$ cat src/rtl/display_scan_controller.sv
// display_scan_controller
//   Scans NUM_DIGITS common-anode digits through one shared 4-bit to
//   7-segment decoder. A shadow copy of the display value is updated only
//   at frame boundaries, so a frame never mixes old and new digits. Each
//   digit is preceded by a dark gap that hides decoder settling (ghosting).
//
// Ports
//   CLOCK_50     in   system clock
//   reset        in   synchronous, active-high reset
//   load         in   strobe, captures digits_in into the pending register
//   digits_in    in   packed BCD nibbles, nibble 0 = least significant digit
//   blank_zeros  in   1 = show leading zeros as blank
//   digit_code   out  nibble for the decoder, 4'hF = blank
//   digit_en     out  active-low anode enables
//   load_ack     out  one-cycle pulse the cycle after load
//   frame_done   out  one-cycle pulse at each frame boundary
module display_scan_controller #(
  parameter int NUM_DIGITS   = 4,
  parameter int REFRESH_DIV  = 50000,
  parameter int BLANK_CYCLES = 500
) (
  input  logic                    CLOCK_50,
  input  logic                    reset,
  input  logic                    load,
  input  logic [4*NUM_DIGITS-1:0] digits_in,
  input  logic                    blank_zeros,
  output logic [3:0]              digit_code,
  output logic [NUM_DIGITS-1:0]   digit_en,
  output logic                    load_ack,
  output logic                    frame_done
);

  localparam int CNT_MAX = (REFRESH_DIV > BLANK_CYCLES) ? REFRESH_DIV : BLANK_CYCLES;
  localparam int CNT_W   = $clog2(CNT_MAX + 1);
  localparam int IDX_W   = (NUM_DIGITS > 1) ? $clog2(NUM_DIGITS) : 1;

  localparam logic [CNT_W-1:0] BLANK_LAST = CNT_W'(BLANK_CYCLES - 1);
  localparam logic [CNT_W-1:0] SHOW_LAST  = CNT_W'(REFRESH_DIV - 1);
  localparam logic [IDX_W-1:0] IDX_LAST   = IDX_W'(NUM_DIGITS - 1);

  typedef enum logic {BLANK = 1'b0, SHOW = 1'b1} state_t;

  state_t                         state_q, state_d;
  logic [CNT_W-1:0]               counter_q, counter_d;
  logic [IDX_W-1:0]               index_q, index_d;
  logic [NUM_DIGITS-1:0][3:0]     shadow_q, shadow_d;
  logic [NUM_DIGITS-1:0][3:0]     pending_q, pending_d;
  logic                           pending_valid_q, pending_valid_d;
  logic [3:0]                     digit_code_q, digit_code_d;
  logic [NUM_DIGITS-1:0]          digit_en_q, digit_en_d;
  logic                           load_ack_q, load_ack_d;
  logic                           frame_done_q, frame_done_d;
  logic                           boundary;
  logic                           blank_entry;

  // Nibble actually sent to the decoder for digit idx. A zero is blanked
  // only if every nibble above it is also zero; digit 0 is always shown.
  function automatic logic [3:0] eff_nibble(input logic [NUM_DIGITS-1:0][3:0] v,
                                            input logic [IDX_W-1:0] idx,
                                            input logic bz);
    logic [3:0] res;
    logic       above_zero;
    res        = v[idx];
    above_zero = 1'b1;
    for (int i = NUM_DIGITS - 1; i >= 1; i--) begin
      if (IDX_W'(i) == idx && bz && above_zero && v[i] == 4'h0)
        res = 4'hF;
      above_zero = above_zero & (v[i] == 4'h0);
    end
    return res;
  endfunction

  // State register (also holds datapath flops)
  always_ff @(posedge CLOCK_50) begin
    if (reset) begin
      state_q         <= BLANK;
      counter_q       <= '0;
      index_q         <= '0;
      shadow_q        <= '1;
      pending_q       <= '1;
      pending_valid_q <= 1'b0;
      digit_code_q    <= 4'hF;
      digit_en_q      <= '1;
      load_ack_q      <= 1'b0;
      frame_done_q    <= 1'b0;
    end else begin
      state_q         <= state_d;
      counter_q       <= counter_d;
      index_q         <= index_d;
      shadow_q        <= shadow_d;
      pending_q       <= pending_d;
      pending_valid_q <= pending_valid_d;
      digit_code_q    <= digit_code_d;
      digit_en_q      <= digit_en_d;
      load_ack_q      <= load_ack_d;
      frame_done_q    <= frame_done_d;
    end
  end

  // Next-state logic
  always_comb begin
    state_d   = state_q;
    counter_d = counter_q + CNT_W'(1);
    index_d   = index_q;
    boundary  = 1'b0;
    unique case (state_q)
      BLANK: begin
        if (counter_q == BLANK_LAST) begin
          state_d   = SHOW;
          counter_d = '0;
        end
      end
      SHOW: begin
        if (counter_q == SHOW_LAST) begin
          state_d   = BLANK;
          counter_d = '0;
          if (index_q == IDX_LAST) begin
            index_d  = '0;
            boundary = 1'b1;
          end else begin
            index_d  = index_q + IDX_W'(1);
          end
        end
      end
      default: ;
    endcase
  end

  assign blank_entry = (state_q == SHOW) && (state_d == BLANK);

  // Output / datapath logic
  always_comb begin
    pending_d       = load ? digits_in : pending_q;
    shadow_d        = shadow_q;
    pending_valid_d = pending_valid_q | load;
    if (boundary) begin
      if (pending_valid_q) shadow_d = pending_q;
      // A load on the boundary edge itself stays pending for the next frame
      pending_valid_d = load;
    end

    // The code is chosen from shadow_d so that the first digit of a new
    // frame already reflects the value swapped in on the same edge.
    digit_code_d = digit_code_q;
    if (blank_entry) digit_code_d = eff_nibble(shadow_d, index_d, blank_zeros);

    digit_en_d = '1;
    if (state_d == SHOW) begin
      for (int i = 0; i < NUM_DIGITS; i++)
        if (IDX_W'(i) == index_d) digit_en_d[i] = 1'b0;
    end

    load_ack_d   = load;
    frame_done_d = boundary;
  end

  assign digit_code = digit_code_q;
  assign digit_en   = digit_en_q;
  assign load_ack   = load_ack_q;
  assign frame_done = frame_done_q;

endmodule

$ cat config.mk
export PLATFORM = sky130hd
export DESIGN_NAME = display_scan_controller
export DESIGN_NICKNAME = d
export VERILOG_FILES = /design/src/rtl/display_scan_controller.sv
export SDC_FILE = /design/constraint.sdc
export NUM_CORES = 1
export LEC_CHECK = 0
export ABC_AREA = 0
export CORE_ASPECT_RATIO = 0.7
export CORE_MARGIN = 5
export CORE_UTILIZATION = 48
export DETAILED_ROUTE_END_ITERATION = 7
export MAX_ROUTING_LAYER = met4
export PLACE_DENSITY_LB_ADDON = 0.05
export SLEW_MARGIN = 20
export SYNTH_ARGS = -nofsm -noshare
export SYNTH_HDL_FRONTEND = slang
export SYNTH_SLANG_ARGS = --single-unit
export TNS_END_PERCENT = 10
$ cat constraint.sdc
create_clock -name CLOCK_50 -period 3.6 [get_ports CLOCK_50]
set_input_delay 0.54 -clock CLOCK_50 [delete_from_list [all_inputs] [get_ports CLOCK_50]]
set_output_delay 0.54 -clock CLOCK_50 [all_outputs]
set_load 0.05 [all_outputs]
**Word level (Yosys, flattened, before mapping)**

Index checks and enable logic that the tools add are counted.

- Bits in registers: 62
- Input bits: 20
- Logic and storage cells: 67

- $add $sub $neg: 2
- Order comparisons: 1
- Eq/ne operators: 6
- Muxes and demuxes: 24
- Bitwise logic cells: 4
- Reductions and logical operators: 14

Operator list:

| operator | number |
|---|---|
| $mux W16 | 4 |
| $pmux W16 S2 | 1 |
| $add A16 B1 Y16 const B | 1 |
| $eq A16 B16 Y1 const B | 1 |
| $eq A16 B9 Y1 const B | 1 |
| $mux W4 | 4 |
| $logic_not A4 Y1 | 3 |
| $mux W1 | 10 |
| $logic_and A1 B1 Y1 | 9 |
| $bmux W4 S2 | 1 |
| $mux W2 | 3 |
| $eq A2 B2 Y1 const A | 2 |
| $lt A2 B3 Y1 const B | 1 |
| $add A2 B1 Y2 const B | 1 |
| $eq A1 B2 Y1 const A | 1 |
| $eq A2 B2 Y1 const B | 1 |
| $logic_not A2 Y1 | 1 |
| $not A1 Y1 | 2 |
| $pmux W1 S2 | 1 |
| $reduce_or A2 Y1 | 1 |
| $and A1 B1 Y1 | 1 |
| $or A1 B1 Y1 | 1 |

**Longest topological paths before layout**

- Depth after elaboration: 10
- Depth in mapped cells: 9

**Worst setup path before layout**

Ideal clock, no wire load.

- Kind: register -> register
- Start: reg counter_q[10]
- End: reg digit_code_q[3] (netlist: digit_code[3])
- Data arrival time: 2611 ps
- Path slack: 866 ps
- Stages on the path, launching flop included: 9
- Buffers on the path: 1
- Period minus slack after synthesis: 2734 ps
- Cells stage by stage: dfxtp_1 > or4_4 > or4_4 > buf_6 > nor2_2 > mux2_2 > a311o_2 > a41oi_2 > a21oi_1

- Word-level cells in the longest chain between the ends: 9
- Elaborated cells on any way between the ends: 32
- Classes of those cells: eq/ne: 5; mux: 13; bitwise: 2; reduce/logical: 12

RTL lines:

| item | RTL line | text |
|---|---|---|
| start, declared | 44 | `logic [CNT_W-1:0] counter_q, counter_d;` |
| start signal, assigned | 88 | `counter_q <= counter_d;` |
| $eq A16 B16 Y1 | 114 | `if (counter_q == SHOW_LAST) begin` |
| $mux W1 / $mux W2 (equally long branches) | 114 |  |
| $mux W1 / $mux W2 (equally long branches) | 106 | `unique case (state_q)` |
| $mux W16 / $eq A2 B2 Y1 (equally long branches) | 136, 66 |  |
| $bmux W4 S2, or another cell as far along | 63 | `res = v[idx];` |
| $mux W4 (not written as such), or another cell as far along | 63 |  |
| $mux W4 / $logic_and A1 B1 Y1 (equally long branches) (2 in a row) | 66 | `if (IDX_W'(i) == idx && bz && above_zero && v[i] == 4'h0)` |
| $mux W4 | 66 |  |
| end signal, assigned | 93 | `digit_code_q <= digit_code_d;` |
| end, declared | 49 | `logic [3:0] digit_code_q, digit_code_d;` |

Parallel ways exist; a longest one is shown, timed or not. The select of a mux whose other input is x is not followed.
A chain may end at the register's enable or synchronous reset.

**Worst setup path after layout**

- Start: reg counter_q[10]
- End: reg digit_code_q[0] (netlist: digit_code[0])

The elaborated chain is that of the path after synthesis.

==> impl_results.md <==
* Sw frac at 20.2%
* Layout cell share with drive strength beyond 1 at 12.2%
* Setup violations, final at 0
* RR Startpoint: counter_q[10]
* Die height at 74.6 um
* RSZ-0062 raised after global routing: false
* H-tree lvl count at 3
* Mapped cell area at 2870 um^2
* Pint at 1.22 mW
* Outcome: completed
* Core Util, Final at 59.8%
* Detailed placer's ending HPWL at 4410 um
* Pre-antenna DRT Iters at 4
* Max FO, Critical Path at 10
* Num ports at 30
* Post-layout min period at 2.87 ns
* Clock Sinks at 62
* First-pass GRT wire length at 10,300 um
* Pin count of the biggest net entering global routing at 35
* Peak VDD IR at 0.305 mV
* P_leak at 1.27 nW
* Critical path endpoint category: flip-flop
* Starting Density at 49.8%
* Final std cells w/o fill at 412
* Final Hold Viols at 0
* Logic pwr share at 4.5%
* Clock slew at reported path FFs at 0.07 ns
* Worst hold path type: flip-flop to flip-flop
* Inst Count DP at 396
* Slew @ Worst Pin at 0.569 ns
* Post-synth EDFFs at 0
* Top cell type's share of synthesized area at 43.3%
* Antenna viol nets, final at 0
* Synth area leaders: dfxtp_1 43%, a211o_1 8.9%, nor2b_1 6.3%
* Via density at 5.49
* Footprint of the multi-input gates at 1510 um^2
* Crit path launch type: flip-flop
* Hold Path Origin: counter_q[0]
* CTS buffer count at 9
* Final Wtd Congestion at 0.853
* Hold-fix buffers, CTS at 0
* Area grow syn2layout at 20.2%
* Initial antenna violation count at 0
* Mapped Cells at 305
* Floorplan core area at 5760 um^2
* CP arrival at 3.08 ns
* Total GRT Usage at 18.2%
* Row count at 23
* Max-slew violation count at 0
* Flop pwr share at 46.8%
* Setup ws final at 0.730 ns
* Syn. warnings at 0
* Synth Flop Type: dfxtp_1
* Via count at 2,263
* TritonCTS clock tree: yes
* Diode count at 0
* Setup TNS at 0 ns
* Max Root-Sink Buffers at 2
* Initial DRC Count at 106
* FF/Latch Area at 1240 um^2
* Post-synthesis sequential area ratio at 43.3%
* Max Cap Viol at 0
* Clock power share at 48.7%
* Yosys cell types at 43
* DR DRC count at 0
* Synth area leader: dfxtp_1
* WP data required at 3.81 ns
* Pwr/cell area at 444 nW/um^2
* Grt ovf at 0
* PortBufs at 29
* Wire per inst at 15.0 um
* Register bit total from synthesis at 62
* Final worst-path cycle share at 79.7%
* Die Width at 102 um
* Post-CTS Setup Inserts at 0
* CP Launch Point: counter_q[10]
* Peak Freq at 348 MHz
* Fillers at 530
* Overall routed net length at 6180 um
* Switching power at 0.308 mW
* Root buffer cell: clkbuf_8
* Nets at 354
* Post-Syn Nets at 327
* Syn Area/Cell at 9.39 um^2
* Skew final at 0.00745 ns
* Die area at 7640 um^2
* Resize count post-CTS at 0
* Vias in the first global route at 2,058
* Slew headroom at 61.9%
* Setup Crit Path Kind: flip-flop to flip-flop
* Synth async-reset ratio at 0%
* Pre-CTS setup slack at 0.742 ns
* Clk Latency, worst-skew pair at 0.33 ns
[Yosys cell counts (3+ instances only)]
cell and instances:
nor4_1 5, nor3_1 3, clkbuf_1 11, and3_1 3, nor3b_1 3, a211o_1 29, o21ai_0 8, nand4_1 5
xnor2_1 6, mux2_2 8, mux2i_1 10, buf_2 4, nor2_1 30, xor2_1 10, dfxtp_1 62, inv_1 6
a21oi_1 10, nand2_1 15, or4_1 3, nand3b_1 4, or4_4 3, nand3_1 9, nor2b_1 29, o211ai_1 4
nand2b_1 4
[sequential cells by signal, summed over array words and instances (netlist names)]
signal,cells
pending_valid_q,1
frame_done,1
counter_q,16
digit_en,4
pending_q,16
state_q,1
index_q,2
load_ack,1
digit_code,4
shadow_q,16
[area by class of cell]
cell class / count / area share (%)
multi-input combinational: 218 / 43.8
inverter: 6 / 0.654
clock inverter: 5 / 3.09
timing repair buffer: 35 / 9.59
clock buffer: 11 / 4.10
sequential: 62 / 36.0
tap: 75 / 2.72
[per-stage QoR]
step	area (um^2)	hold WS (ns)	power (mW)
3_3_place_gp	3200	0.432	0.801
6_report	3440	0.451	1.53
2_1_floorplan	2870	0.418	0.769
4_1_cts	3450	0.458	1.55
5_1_grt	3440	0.474	1.59
3_5_place_dp	3200	0.439	0.802
[placed cells by master, fill, tap and decap left out, types with 5 or more instances in the layout]
cell type        instances
xnor2_1                  6
mux2i_1                 10
nand4_1                  5
nand3_1                  9
clkdlybuf4s50_1         28
buf_4                    6
nor2b_1                 29
dfxtp_1                 62
nand2_1                 15
a21oi_1                 10
nor4_1                   5
nor2_1                  30
a211o_1                 29
xor2_1                  10
mux2_2                   8
inv_1                    6
o21ai_0                  8
clkbuf_8                10
[power by group through the flow]
stage / sequential (mW) / combinational, mW / clock, mW
4_1_cts: 0.716 / 0.0708 / 0.763
2_1_floorplan: 0.729 / 0.0394 / 0
6_report: 0.716 / 0.0690 / 0.745
5_1_grt: 0.718 / 0.0767 / 0.799
3_3_place_gp: 0.732 / 0.0691 / 0
3_5_place_dp: 0.732 / 0.0702 / 0
[kinds of logic (layout without fill, tap and decap cells)]
kind of cell	after synthesis	in the layout	synth area share, %
buf+inv	25	57	4.02
fa+ha+maj	2	2	0.873
xor+xnor	16	16	4.89
mux	18	18	6.64
simple gates	125	125	24.8
flops	62	62	43.3
compound gates	57	57	15.5
[path summary, 6_finish.rpt]
path | depth (start not counted) | slack [ns] | to
hold reg to reg | 1 | 0.45 | counter_q[0]
hold / removal | 1 | 0.45 | counter_q[0]
setup / recovery | 7 | 0.73 | digit_code[0]
setup reg to reg | 7 | 0.73 | digit_code[0]
[worst max-delay path, cell delays in order (launching register included)]
cell and delay [ns]:
dfxtp_1 0.33, or4_4 0.57, or4_4 0.59, nor2_2 0.17, mux2_2 0.37, a311o_2 0.37
a41oi_2 0.24, a21oi_1 0.10
[layer usage]
| metal | GRT usage, % | routed length, um | up-vias |
|---|---|---|---|
| met5 | - | 0 | - |
| met4 | 5.24 | 71 | 0 |
| met3 | 5.56 | 273 | 10 |
| met2 | 24.5 | 2540 | 42 |
| met1 | 26.1 | 3300 | 1063 |
| li1 | - | - | 1148 |
Power figures use the tool's default switching activity.
